## src/rtl/lsu.sv

```systemverilog
// rtl/lsu.sv - load/store unit: one word-aligned data-memory access at a time over req/gnt/rvalid
// Optional alignment rejection of misaligned half/word accesses: LSU_ALIGN_CHECK_EN
module lsu #(
    parameter int DATA_WIDTH = 32
) (
    input  logic                  clk,
    input  logic                  rst,
    input  logic                  req_i,
    input  logic                  we_i,
    input  logic [1:0]            type_i,
    input  logic                  sign_ext_i,
    input  logic [DATA_WIDTH-1:0] addr_i,
    input  logic [DATA_WIDTH-1:0] wdata_i,
    output logic                  busy_o,
    output logic                  done_o,
    output logic [DATA_WIDTH-1:0] rdata_o,
    output logic                  err_o,
    output logic                  data_req_o,
    input  logic                  data_gnt_i,
    output logic [DATA_WIDTH-1:0] data_addr_o,
    output logic                  data_we_o,
    output logic [3:0]            data_be_o,
    output logic [DATA_WIDTH-1:0] data_wdata_o,
    input  logic                  data_rvalid_i,
    input  logic [DATA_WIDTH-1:0] data_rdata_i
);

    localparam logic [1:0] T_BYTE = 2'b00;
    localparam logic [1:0] T_HALF = 2'b01;
    localparam logic [1:0] T_WORD = 2'b10;
    localparam logic [1:0] T_INV  = 2'b11;

    typedef enum logic [1:0] {
        S_IDLE = 2'b00,
        S_REQ  = 2'b01,
        S_WAIT = 2'b10
    } state_t;

    state_t                state;
    logic                  we_q;
    logic                  sign_q;
    logic [1:0]            type_q;
    logic [1:0]            off_q;
    logic [3:0]            be_q;
    logic [DATA_WIDTH-1:0] addr_q;
    logic [DATA_WIDTH-1:0] wdata_q;

    logic                  reject;
    logic                  accept;
    logic                  done;
    logic [1:0]            off_in;
    logic [3:0]            be_in;
    logic [DATA_WIDTH-1:0] wdata_in;
    logic [DATA_WIDTH-1:0] shifted;
    logic [DATA_WIDTH-1:0] load_ext;

    // Lane offset is forced to natural alignment so misaligned accesses
    // (when not rejected) select the aligned lanes.
    always_comb begin
`ifdef LSU_ALIGN_CHECK_EN
        reject = (type_i == T_INV) ||
                 ((type_i == T_HALF) && addr_i[0]) ||
                 ((type_i == T_WORD) && (addr_i[1:0] != 2'b00));
`else
        reject = (type_i == T_INV);
`endif
        case (type_i)
            T_BYTE:  off_in = addr_i[1:0];
            T_HALF:  off_in = {addr_i[1], 1'b0};
            default: off_in = 2'b00;
        endcase
        case (type_i)
            T_BYTE: begin
                be_in    = 4'b0001 << off_in;
                wdata_in = {4{wdata_i[7:0]}};
            end
            T_HALF: begin
                be_in    = 4'b0011 << off_in;
                wdata_in = {2{wdata_i[15:0]}};
            end
            default: begin
                be_in    = 4'b1111;
                wdata_in = wdata_i;
            end
        endcase
    end

    assign accept = (state == S_IDLE) && req_i && !reject;
    assign done   = (state == S_WAIT) && data_rvalid_i;

    always_ff @(posedge clk) begin
        if (rst) begin
            state   <= S_IDLE;
            we_q    <= 1'b0;
            sign_q  <= 1'b0;
            type_q  <= 2'b00;
            off_q   <= 2'b00;
            be_q    <= 4'b0000;
            addr_q  <= '0;
            wdata_q <= '0;
        end else begin
            case (state)
                S_IDLE: begin
                    if (accept) begin
                        state   <= S_REQ;
                        we_q    <= we_i;
                        sign_q  <= sign_ext_i;
                        type_q  <= type_i;
                        off_q   <= off_in;
                        be_q    <= be_in;
                        addr_q  <= {addr_i[DATA_WIDTH-1:2], 2'b00};
                        wdata_q <= wdata_in;
                    end
                end
                S_REQ: begin
                    if (data_gnt_i) state <= S_WAIT;
                end
                S_WAIT: begin
                    if (data_rvalid_i) state <= S_IDLE;
                end
                default: state <= S_IDLE;
            endcase
        end
    end

    always_comb begin
        shifted = data_rdata_i >> {off_q, 3'b000};
        case (type_q)
            T_BYTE:  load_ext = {{(DATA_WIDTH-8){sign_q & shifted[7]}}, shifted[7:0]};
            T_HALF:  load_ext = {{(DATA_WIDTH-16){sign_q & shifted[15]}}, shifted[15:0]};
            default: load_ext = shifted;
        endcase
    end

    assign busy_o       = accept || (state == S_REQ) || ((state == S_WAIT) && !data_rvalid_i);
    assign done_o       = done;
    assign err_o        = (state == S_IDLE) && req_i && reject;
    assign rdata_o      = (done && !we_q) ? load_ext : '0;
    assign data_req_o   = (state == S_REQ);
    assign data_addr_o  = addr_q;
    assign data_we_o    = we_q;
    assign data_be_o    = be_q;
    assign data_wdata_o = wdata_q;

endmodule

```

## config.mk

```make
export PLATFORM = sky130hd
export DESIGN_NAME = lsu
export DESIGN_NICKNAME = d
export VERILOG_FILES = /design/src/rtl/lsu.sv
export SDC_FILE = /design/constraint.sdc
export NUM_CORES = 1
export LEC_CHECK = 0
export BUFFER_PORTS_ARGS = -buffer_cell sky130_fd_sc_hd__buf_4
export CELL_PAD_IN_SITES_DETAIL_PLACEMENT = 1
export CELL_PAD_IN_SITES_GLOBAL_PLACEMENT = 1
export CORE_ASPECT_RATIO = 0.6
export CORE_UTILIZATION = 30
export DETAILED_ROUTE_END_ITERATION = 10
export PLACE_DENSITY = 0.89
export SYNTH_ARGS = -nofsm -noshare
export SYNTH_HDL_FRONTEND = slang
export SYNTH_SLANG_ARGS = --single-unit
```

## constraint.sdc

```tcl
create_clock -name clk -period 1.7 [get_ports clk]
set_input_delay 0.255 -clock clk [delete_from_list [all_inputs] [get_ports clk]]
set_output_delay 0.255 -clock clk [all_outputs]
set_load 0.02 [all_outputs]
```

# Word level (Yosys, flattened, before mapping)
# Cells that the tools add are included.
[classes] n_eq_ne=8 shift=3 n_mux=9 n_bitwise=2 reduce_logical=16
[ops] op="32-bit one-hot mux with 2 select lines" n=2
[ops] op="32-bit 2-to-1 mux" n=1
[ops] op="32-bit by 5-bit right shift with 32-bit output" n=1
[ops] op="4-bit one-hot mux with 2 select lines" n=1
[ops] op="2-bit by 1-bit equality test with 1-bit output, second input constant" n=3
[ops] op="1-bit logical AND" n=6
[ops] op="2-bit zero test" n=3
[ops] op="2-bit 2-to-1 mux" n=3
[ops] op="2-bit one-hot mux with 3 select lines" n=1
[ops] op="2-bit equality test, second input constant" n=2
[ops] op="2-bit != test, second input constant" n=2
[ops] op="2-bit one-hot mux with 2 select lines" n=1
[ops] op="1-bit by 2-bit << shifter with 4-bit output, first input constant" n=1
[ops] op="2-bit by 2-bit << shifter with 4-bit output, first input constant" n=1
[ops] op="1-bit zero test" n=3
[ops] op="3-bit AND reduction" n=1
[ops] op="1-bit bitwise AND" n=2
[ops] op="1-bit logical OR" n=2
[ops] op="2-bit by 1-bit != test with 1-bit output, second input constant" n=1
[ops] op="2-bit AND reduction" n=1
[word_totals] reg_bits=74 input_bits=105 out_inout_bits=105 elab_cells=46

# Longest topological paths before layout
# Gate-level depths: netlist (run 1).
[depth] depth_word=5 depth_mapped=6 depth_no_buf=4

# Least setup slack after synthesis (run 1)
# OpenSTA, ideal clock, no wires.
[synth_path] path_kind="register to output" from="register we_q, in the netlist data_we_o" to="output rdata_o[16]" arrival_time_ns=1.728 required_ns=1.445 slack_ns=-0.283 path_stages_with_launch=6 n_path_buf=2 cell_sequence="dfxtp_1 nand4bb_1 buf_2 or3b_1 clkbuf_1 o21ai_0"
[synth_via] elab_chain_len=3
[synth_lines] item="start: declaration" line_no="40" source="logic we_q;"
[synth_lines] item="start signal: assignment" line_no="106" source="we_q <= we_i;"
[synth_lines] item="1-bit zero test" line_no="138" source="assign rdata_o = (done && !we_q) ? load_ext : '0;"
[synth_lines] item="1-bit logical AND" line_no="138"
[synth_lines] item="32-bit 2-to-1 mux" line_no="138"
[synth_lines] item="end: declaration" line_no="16" source="output logic [DATA_WIDTH-1:0] rdata_o,"
# No other way between the ends.

# Worst setup path in the final report (run 1)
[layout_path] from="register off_q[0]" to="output rdata_o[20]"
[layout_via] elab_chain_len=4 elab_cells_between_ends=5 cone_classes="1 x shift; 2 x mux; 2 x bitwise"
[layout_lines] item="start: declaration" line_no="43" source="logic [1:0] off_q;"
[layout_lines] item="start signal: assignment" line_no="109" source="off_q <= off_in;"
[layout_lines] item="32-bit by 5-bit right shift with 32-bit output (*)" line_no="127" source="shifted = data_rdata_i >> {off_q, 3'b000};"
[layout_lines] item="1-bit bitwise AND, on equally long branches" line_no="130, 129"
[layout_lines] item="32-bit one-hot mux with 2 select lines (*)" line_no="128" source="case (type_q)"
[layout_lines] item="32-bit 2-to-1 mux (*)" line_no="138"
# Every way passes the cells marked *; elsewhere a longest branch is shown, timed or not.

==> Flow_metrics.wiki, run 1 <==
{| class="wikitable"
! Metric !! Value
|-
| Most used cells in the layout excluding fill and tap cells || 213 x sky130_fd_sc_hd__buf_4, 119 x sky130_fd_sc_hd__nand2_1, 69 x sky130_fd_sc_hd__dfxtp_1, 34 x sky130_fd_sc_hd__a21oi_1, 34 x sky130_fd_sc_hd__buf_6
|-
| Area of combinational cells with multiple inputs || 2600 um2
|-
| Clock latency reported for the late side of the worst-skew pair || 330 ps
|-
| Die boundary height || 88.7 um
|-
| Mux cell area share after synthesis || 9.06%
|-
| Sequential cell area fraction in the yosys report || 39.5%
|-
| Number of antenna violations at the first check in global routing || 0
|-
| Worst hold start || addr_i[31]
|-
| Final Wtd Congestion || a little over 0.8
|-
| Clock buffers created by TritonCTS || 9
|-
| Main combinational cell family by area after synthesis || simple AND/OR/NAND/NOR gates
|-
| Number of input and output port buffers inserted || 207
|-
| Number of different library cells in the post-synthesis netlist || 35
|-
| Number of design-rule violations left by the first detailed-router iteration || 214
|-
| Final setup violating endpoints || 43
|-
| Pwr per Cell Area || 769 nW/um2
|-
| Count of boundary I/O pins || 210
|-
| Pins Over Slew Limit || 0
|-
| Synthesis warning total || 0
|-
| Core region area || between 10,000 and 15,000 um2
|-
| Lkg Pwr || 0.00300 uW
|-
| Post-Place Setup Slack || -70.7 ps
|-
| Internal Power || ~3800 uW
|-
| CP max FO || 8
|-
| Flip-flop and latch count after synthesis || 74
|-
| Number of buffers on the longest clock path || 2
|-
| Root buffer cell || sky130_fd_sc_hd__clkbuf_16
|-
| Fraction of power spent switching nets || 29.9%
|-
| Number of rows created at floorplan || 31
|-
| Average wire per standard cell || 21.1 um
|-
| Maximum frequency from static timing analysis || 0.472 GHz
|-
| Total inserted antenna cells || 0
|-
| Area of all sequential standard cells || roughly 1500 um2
|-
| Register clock-pin slew on the reported worst setup and hold paths || 60 ps
|-
| Setup Skew || 4.36 ps
|-
| Violations in the final reports || negative setup slack
|-
| Total die area || 13,000 um2
|-
| Crit path launch type || flop
|-
| Clock Sinks || 74
|-
| Post-Synth Simple-Gate Area || 24.2%
|-
| Maximum number of pins on one net before global-route repair || 31
|-
| Half-perimeter wire length of the detailed placement result || between 10,000 and 15,000 um
|-
| Worst reg2reg endpoint || data_wdata_o[8]$_SDFFE_PP0P_
|-
| Final std cells w/o fill || just under 900
|-
| Minimum setup slack in the final design || -421 ps
|-
| Wire length of the first global-routing pass || 24,900 um
|-
| Type of the worst setup path || reg2out
|-
| Chip Width || between 100 and 150 um
|-
| Total routing usage reported by global routing || 24.9%
|-
| GR Overflow Total || 0
|-
| Fraction of final layout cells with drive strength greater than 1 || 54.4%
|-
| CTS H-tree lvls || 3
|-
| Synthesized netlist cell count || 491
|-
| Clock power frac || between 30% and 40%
|-
| Avg Vias per Cell || roughly 5.2
|-
| Final-stage net count || about 830
|-
| Part of the power in registers || 36.2%
|-
| Final ANT Viol Nets || 0
|-
| CP Capture Type || output pin
|-
| Vias after detailed routing || ~4,700
|-
| Critical Path RT || 1440 ps
|-
| Data arrival time of the critical path || 1870 ps
|-
| XOR/XNOR share of the synthesized area || 0%
|-
| Leading cell type in the layout, fill and taps excluded || sky130_fd_sc_hd__buf_4
|-
| TritonCTS clock tree || done
|-
| Max-Cap Viols || 0
|-
| Vias in the first global route || 4,685
|-
| Path class of the lowest-slack min-delay path || in2reg
|-
| Netlist area before placement || roughly 3800 um2
|-
| Detailed Route WL || 18,900 um
|-
| Startpoint of the worst-slack reg-to-reg timing path || state[0]$_SDFFE_PP0P_
|-
| Net switching power figure || 1610 uW
|-
| Setup repair after global routing missed its margin || yes
|-
| Cell total after placement || 859
|-
| Worst ir drop on vdd || 0.539 mV
|-
| Synth Area in Compound Gates || ~21%
|-
| Starting density of the core || 30.9%
|-
| Filler cell count in the final layout || 1,416
|-
| Fraction of power consumed by combinational cells || between 20% and 30%
|-
| Part of the cycle the worst path needs || 125%
|-
| Core Util, Final || 57.6%
|-
| Run status || finished, violations left
|-
| First-pass DRT Iterations || 4
|-
| Hold buffer count at cts || 0
|-
| Number of remaining DRC errors || 0
|-
| Reg-to-reg slack, setup || -40 ps
|-
| Final hold violation count || 0
|-
| Cell depth of the worst hold path || 3
|-
| End point of the most critical hold path || data_addr_o[31]$_SDFFE_PP0P_
|-
| Arithmetic-cell share of the synthesized area counting full adders, half adders and majority gates || 0%
|-
| Average cell area after synthesis || 7.65 um2
|-
| Area growth from synthesis to final layout || 86.3%
|-
| Register-to-Register Path Depth || 7
|-
| Post-route minimum period || 2120 ps
|}
-- power groups by stage --
| stage | sequential [uW] | clock, uW | combinational, uW |
|---|---|---|---|
| 2_1_floorplan | 2100 | 0 | 478 |
| 6_report | 1950 | 1910 | 1520 |
| 3_5_place_dp | 1970 | 0 | 1200 |
| 3_3_place_gp | 1960 | 0 | 1160 |
| 4_1_cts | 1940 | 1920 | 1300 |
| 5_1_grt | 1960 | 2010 | 1610 |
-- logic make-up (layout without fill, tap and decap cells) --
group,count (synthesis),after routing
multiplexers,34,34
other,1,2
buffers and inverters,43,281
flip-flops,74,74
AO/OA/AOI/OAI,128,128
AND/OR/NAND/NOR,211,211
-- per-layer routing --
metal | up-vias | global-route usage, % | wire length (um)
met5 | - | 0 | 0
met4 | 0 | 6.06 | 338
met3 | 36 | 7.22 | 1060
met2 | 150 | 43.9 | 9440
met1 | 2346 | 30.3 | 8090
li1 | 2146 | - | -
-- area by class of cell --
cell class,instances,share of cell area [%]
clock inverter,3,0.572
sequential,74,21.4
timing repair buffer,266,34.2
tap,165,2.95
clock buffer,11,3.61
multi-input combinational,375,37.2
inverter,1,0.0536
-- critical path, cell delays in order, from the launching register on --
cell and delay [ps]:
sky130_fd_sc_hd__dfxtp_4 420, sky130_fd_sc_hd__mux2i_2 250, sky130_fd_sc_hd__o2bb2ai_2 120, sky130_fd_sc_hd__o2111ai_4 300, sky130_fd_sc_hd__clkbuf_16 240, sky130_fd_sc_hd__o21ai_2 70, sky130_fd_sc_hd__buf_6 130
-- synthesized netlist by cell type (all sizes together) --
| cell | count | share of area [%] |
|---|---|---|
| or3b | 3 | 0.77 |
| nor3 | 6 | 0.80 |
| mux2i | 34 | 9.1 |
| nor4b | 1 | 0.40 |
| dfxtp | 74 | 39 |
| conb | 1 | 0.10 |
| a311oi | 8 | 3.2 |
| a22oi | 1 | 0.20 |
| nor2 | 38 | 3.8 |
| nand4bb | 1 | 0.30 |
| o21ai | 31 | 4.1 |
| a32oi | 1 | 0.23 |
| and2 | 7 | 1.2 |
| o2111ai | 1 | 0.23 |
| o21a | 1 | 0.20 |
| o2bb2ai | 1 | 0.23 |
| nand2b | 2 | 0.33 |
| nor2b | 13 | 2.2 |
| clkbuf | 18 | 1.8 |
| a21oi | 61 | 8.4 |
| inv | 1 | 0.10 |
| nor3b | 1 | 0.20 |
| or2 | 1 | 0.17 |
| and3b | 1 | 0.23 |
| nand3b | 1 | 0.20 |
| buf | 24 | 3.8 |
| a211oi | 23 | 4.6 |
| nand3 | 2 | 0.27 |
| nand2 | 134 | 13 |
-- sequential cells by signal, summed over array words and instances (netlist names) --
signal and cells:
data_wdata_o 32, data_addr_o 30, data_be_o 4, off_q 2, state 2, type_q 2
data_we_o 1, sign_q 1
-- stage by stage --
step | total power (uW) | setup TNS, ps | hold slack, ps | cell area [um2]
2_1_floorplan | 2570 | -841 | 391 | 3850
3_3_place_gp | 3120 | -61.6 | 443 | 5710
3_5_place_dp | 3170 | -926 | 449 | 5710
4_1_cts | 5160 | -8850 | 169 | 6420
5_1_grt | 5580 | -12560 | 177 | 7000
6_report | 5380 | -9770 | 177 | 7000
-- worst max-delay path by stage --
stage	cells past startpoint	from	slack (ps)	endpoint
3_3_place_gp	5	off_q[0]$_SDFFE_PP0P_	-60	rdata_o[4]
6_report	6	off_q[0]$_SDFFE_PP0P_	-420	rdata_o[20]
4_1_cts	6	off_q[0]$_SDFFE_PP0P_	-370	rdata_o[24]
5_1_grt	6	off_q[0]$_SDFFE_PP0P_	-470	rdata_o[20]
3_5_place_dp	7	off_q[0]$_SDFFE_PP0P_	-70	rdata_o[31]
2_1_floorplan	4	off_q[0]$_SDFFE_PP0P_	-90	rdata_o[5]
-- timing repair --
item,CTS,global route
gates cloned,3,9
resized for setup,84,89
setup buffers,6,9
endpoints found under the setup margin,61,84
pin swaps,11,31
(Power assumes the default switching activity.)
==> inputs of run 2 (changes only) <==
BUFFER_PORTS_ARGS = not set   (was -buffer_cell sky130_fd_sc_hd__buf_4)
CAP_MARGIN = 20   (was not set)
CORE_UTILIZATION = 40   (was 30)
CTS_CLUSTER_DIAMETER = 50   (was not set)
DONT_BUFFER_PORTS = 1   (was not set)
PLACE_DENSITY = 0.83   (was 0.89)
==> Flow_metrics.wiki, run 2 (same netlist as run 1, synthesis figures left out) <==
{| class="wikitable"
! Metric !! Value
|-
| Starting density of the core || 42.6% (+12 points)
|-
| Setup Skew || 6.34 ps (+1.98 ps)
|-
| CP max FO || 7 (-1)
|-
| Leading cell type in the layout, fill and taps excluded || sky130_fd_sc_hd__dfxtp_1
|-
| CP Capture Type || output pin
|-
| Number of rows created at floorplan || 26 (-16%)
|-
| Critical Path RT || 1440 ps (about the same)
|-
| Fraction of power spent switching nets || 34.1% (+4.2 points)
|-
| Fraction of power consumed by combinational cells || 24.9% (-3.4 points)
|-
| Count of boundary I/O pins || 210 (unchanged)
|-
| First-pass DRT Iterations || 4 (unchanged)
|-
| Worst rel slew slack || 13.6%
|-
| Violations in the final reports || negative setup slack
|-
| Run status || finished, violations left
|-
| Number of flip-flops in the largest register || 32 (unchanged)
|-
| Minimum setup slack in the final design || -588 ps (-167 ps)
|-
| Final hold violation count || 0 (unchanged)
|-
| Max-Cap Viols || 0 (unchanged)
|-
| Cell family contributing the most delay on the critical path || buffers and inverters
|-
| Part of the cycle the worst path needs || 135% (+9.8 points)
|-
| Most used cells in the layout excluding fill and tap cells || 69 x sky130_fd_sc_hd__dfxtp_1, 68 x sky130_fd_sc_hd__nand2_1, 50 x sky130_fd_sc_hd__a21oi_2, 41 x sky130_fd_sc_hd__nand2_4, 36 x sky130_fd_sc_hd__buf_6
|-
| Final setup violating endpoints || 104 (+140%)
|-
| Die boundary height || 77.1 um (-13%)
|-
| Post-Place Setup Slack || -188 ps (-118 ps)
|-
| Final Wtd Congestion || 0.813 (-1.8%)
|-
| Half-perimeter wire length of the detailed placement result || 10,100 um (-15%)
|-
| Number of design-rule violations left by the first detailed-router iteration || 416 (+94%)
|-
| Post-route minimum period || 2290 ps (+167 ps)
|-
| Total routing usage reported by global routing || 35.4% (+10 points)
|-
| CTS H-tree lvls || 3 (unchanged)
|-
| Register clock-pin slew on the reported worst setup and hold paths || 60 ps (about the same)
|-
| Clock power frac || 33.8% (-1.7 points)
|-
| Crit path launch type || flop
|-
| Number of antenna violations at the first check in global routing || 1 (+1)
|-
| Fraction of final layout cells with drive strength greater than 1 || 57.5% (+3.1 points)
|-
| Number of buffers on the longest clock path || 2 (unchanged)
|-
| Setup repair after global routing missed its margin || yes
|-
| Crit path max-delay cell type || sky130_fd_sc_hd__dfxtp_4
|-
| Clock buffers created by TritonCTS || 9 (unchanged)
|-
| Chip Width || 127 um (-13%)
|-
| Worst ir drop on vdd || 0.870 mV (+62%)
|-
| Pwr per Cell Area || 799 nW/um2 (+3.9%)
|-
| Wire length of the first global-routing pass || 26,000 um (+4.4%)
|-
| Vias after detailed routing || 4,533 (-3.1%)
|-
| Maximum frequency from static timing analysis || 0.437 GHz (-7.3%)
|-
| Average wire per standard cell || 32.3 um (+53%)
|-
| Filler cell count in the final layout || 866 (-39%)
|-
| Clock Sinks || 74 (unchanged)
|-
| Final ANT Viol Nets || 0 (unchanged)
|-
| Data arrival time of the critical path || 2030 ps (+160 ps)
|-
| Maximum number of pins on one net before global-route repair || 40 (+29%)
|-
| Number of remaining DRC errors || 0 (unchanged)
|-
| Avg Vias per Cell || 6.52 (+25%)
|-
| Transition time at the pin with the least slew margin || approximately 1300 ps
|-
| CP cell instances || buf_12 > buf_12 > clkbuf_16 > mux2i_1 > nor2_1 > o21ai_2 > a21oi_4 > buf_6
|-
| Final-stage net count || 670 (-19%)
|-
| Vias in the first global route || 4,536 (-3.2%)
|-
| Area growth from synthesis to final layout || 71.2%
|-
| TritonCTS clock tree || done
|-
| Core Util, Final || 72.9% (+15 points)
|-
| GR Overflow Total || 0 (unchanged)
|-
| Core region area || 8820 um2 (-27%)
|-
| Clock latency reported for the late side of the worst-skew pair || 350 ps (+20 ps)
|-
| Detailed Route WL || 22,500 um (+19%)
|-
| Lkg Pwr || 0.00249 uW (-17%)
|-
| Most frequent cell on the critical path || sky130_fd_sc_hd__buf_12
|-
| Pins Over Slew Limit || 0 (unchanged)
|-
| Type of the worst setup path || reg2out
|-
| Internal Power || 3380 uW (-10%)
|-
| Part of the power in registers || 41.3% (+5.1 points)
|-
| Total buffers and inverters traversed by the critical path || 4 (+2)
|-
| Number of input and output port buffers inserted || 0 (-100%)
|-
| Total die area || 9790 um2 (-25%)
|-
| Largest incremental delay on the critical path || 380 ps (-40 ps)
|-
| Total inserted antenna cells || 0 (unchanged)
|-
| Root buffer cell || sky130_fd_sc_hd__clkbuf_16
|-
| Net switching power figure || 1750 uW (+9.0%)
|-
| Path class of the lowest-slack min-delay path || in2reg
|}
-- run 2: changes by cell type in the layout (fill, tap and decap cells not counted), moves of 6 or more --
cell / delta
sky130_fd_sc_hd__buf_4: -178
sky130_fd_sc_hd__nand2_4: +34
sky130_fd_sc_hd__a21oi_1: -32
sky130_fd_sc_hd__nand2_1: -51
sky130_fd_sc_hd__clkbuf_16: -7
sky130_fd_sc_hd__nor2_4: +7
sky130_fd_sc_hd__nand2_2: +16
sky130_fd_sc_hd__buf_8: +6
sky130_fd_sc_hd__a21oi_4: +7
sky130_fd_sc_hd__o21ai_4: +7
sky130_fd_sc_hd__a21oi_2: +25
-- run 2: layer usage --
layer	vias to the layer above	share of wire (%)	GRT usage, %
li1	1832	-	-
met4	2	4.6	13.9
met2	365	48	59.9
met1	2230	37	41.5
met3	104	10	11.3
met5	-	0.053	0
-- run 2: worst register-to-register path: stages (launching register included) --
cell and delay [ps]:
sky130_fd_sc_hd__dfxtp_2 320, sky130_fd_sc_hd__buf_6 110, sky130_fd_sc_hd__buf_6 120, sky130_fd_sc_hd__or3b_4 440, sky130_fd_sc_hd__a21oi_4 160, sky130_fd_sc_hd__buf_12 150
sky130_fd_sc_hd__buf_6 100, sky130_fd_sc_hd__buf_12 140, sky130_fd_sc_hd__nor2_4 50, sky130_fd_sc_hd__a211oi_2 280
-- run 2: worst paths after layout --
| path | from | to | slack (ps) | depth (start not counted) |
|---|---|---|---|---|
| setup / recovery | off_q[0]$_SDFFE_PP0P_ | rdata_o[12] | -590 | 8 |
| hold / removal | addr_i[5] | data_addr_o[5]$_SDFFE_PP0P_ | 40 | 2 |
| setup reg to reg | state[0]$_SDFFE_PP0P_ | data_be_o[2]$_SDFFE_PP0P_ | -290 | 9 |
| hold reg to reg | data_addr_o[24]$_SDFFE_PP0P_ | data_addr_o[24]$_SDFFE_PP0P_ | 570 | 2 |
-- run 2: final cells by class --
cell class	count	area [um2]	area share, %
multi-input combinational	376	3250	50.6
timing repair buffer	103	1260	19.7
tap	126	158	2.45
sequential	74	1490	23.2
clock buffer	9	225	3.50
inverter	1	3.75	0.0584
clock inverter	6	35.0	0.545
-- run 2: power groups by stage --
stage / Combinational [uW] / Sequential (uW) / Clock, uW
2_1_floorplan: 478 / 2100 / 0
3_3_place_gp: 577 / 2120 / 0
3_5_place_dp: 614 / 2130 / 0
4_1_cts: 878 / 2090 / 1690
5_1_grt: 1320 / 2120 / 1820
6_report: 1280 / 2120 / 1730
-- run 2: metrics by stage --
stage / instance area [um2] / total power [uW] / hold WS (ps) / std cells / TNS, ps
after floorplan: 3850 / 2570 / 391 / 492 / -841
after global placement: 4310 / 2700 / 332 / 638 / -98.5
after detailed placement: 4310 / 2740 / 332 / 638 / -8280
after CTS: 5430 / 4660 / 2.49 / 685 / -12310
after global routing: 6430 / 5260 / 36.1 / 695 / -27290
final: 6430 / 5130 / 39.3 / 695 / -24980
-- run 2: timing repair --
action                     4_1_cts  5_1_grt
hold buffers                     4        2
setup buffers                   19       14
gates resized for setup        107      242
setup endpoints to repair       85      105
hold endpoints to repair        21       25
cloned                           9        1
pin swaps                       33      109
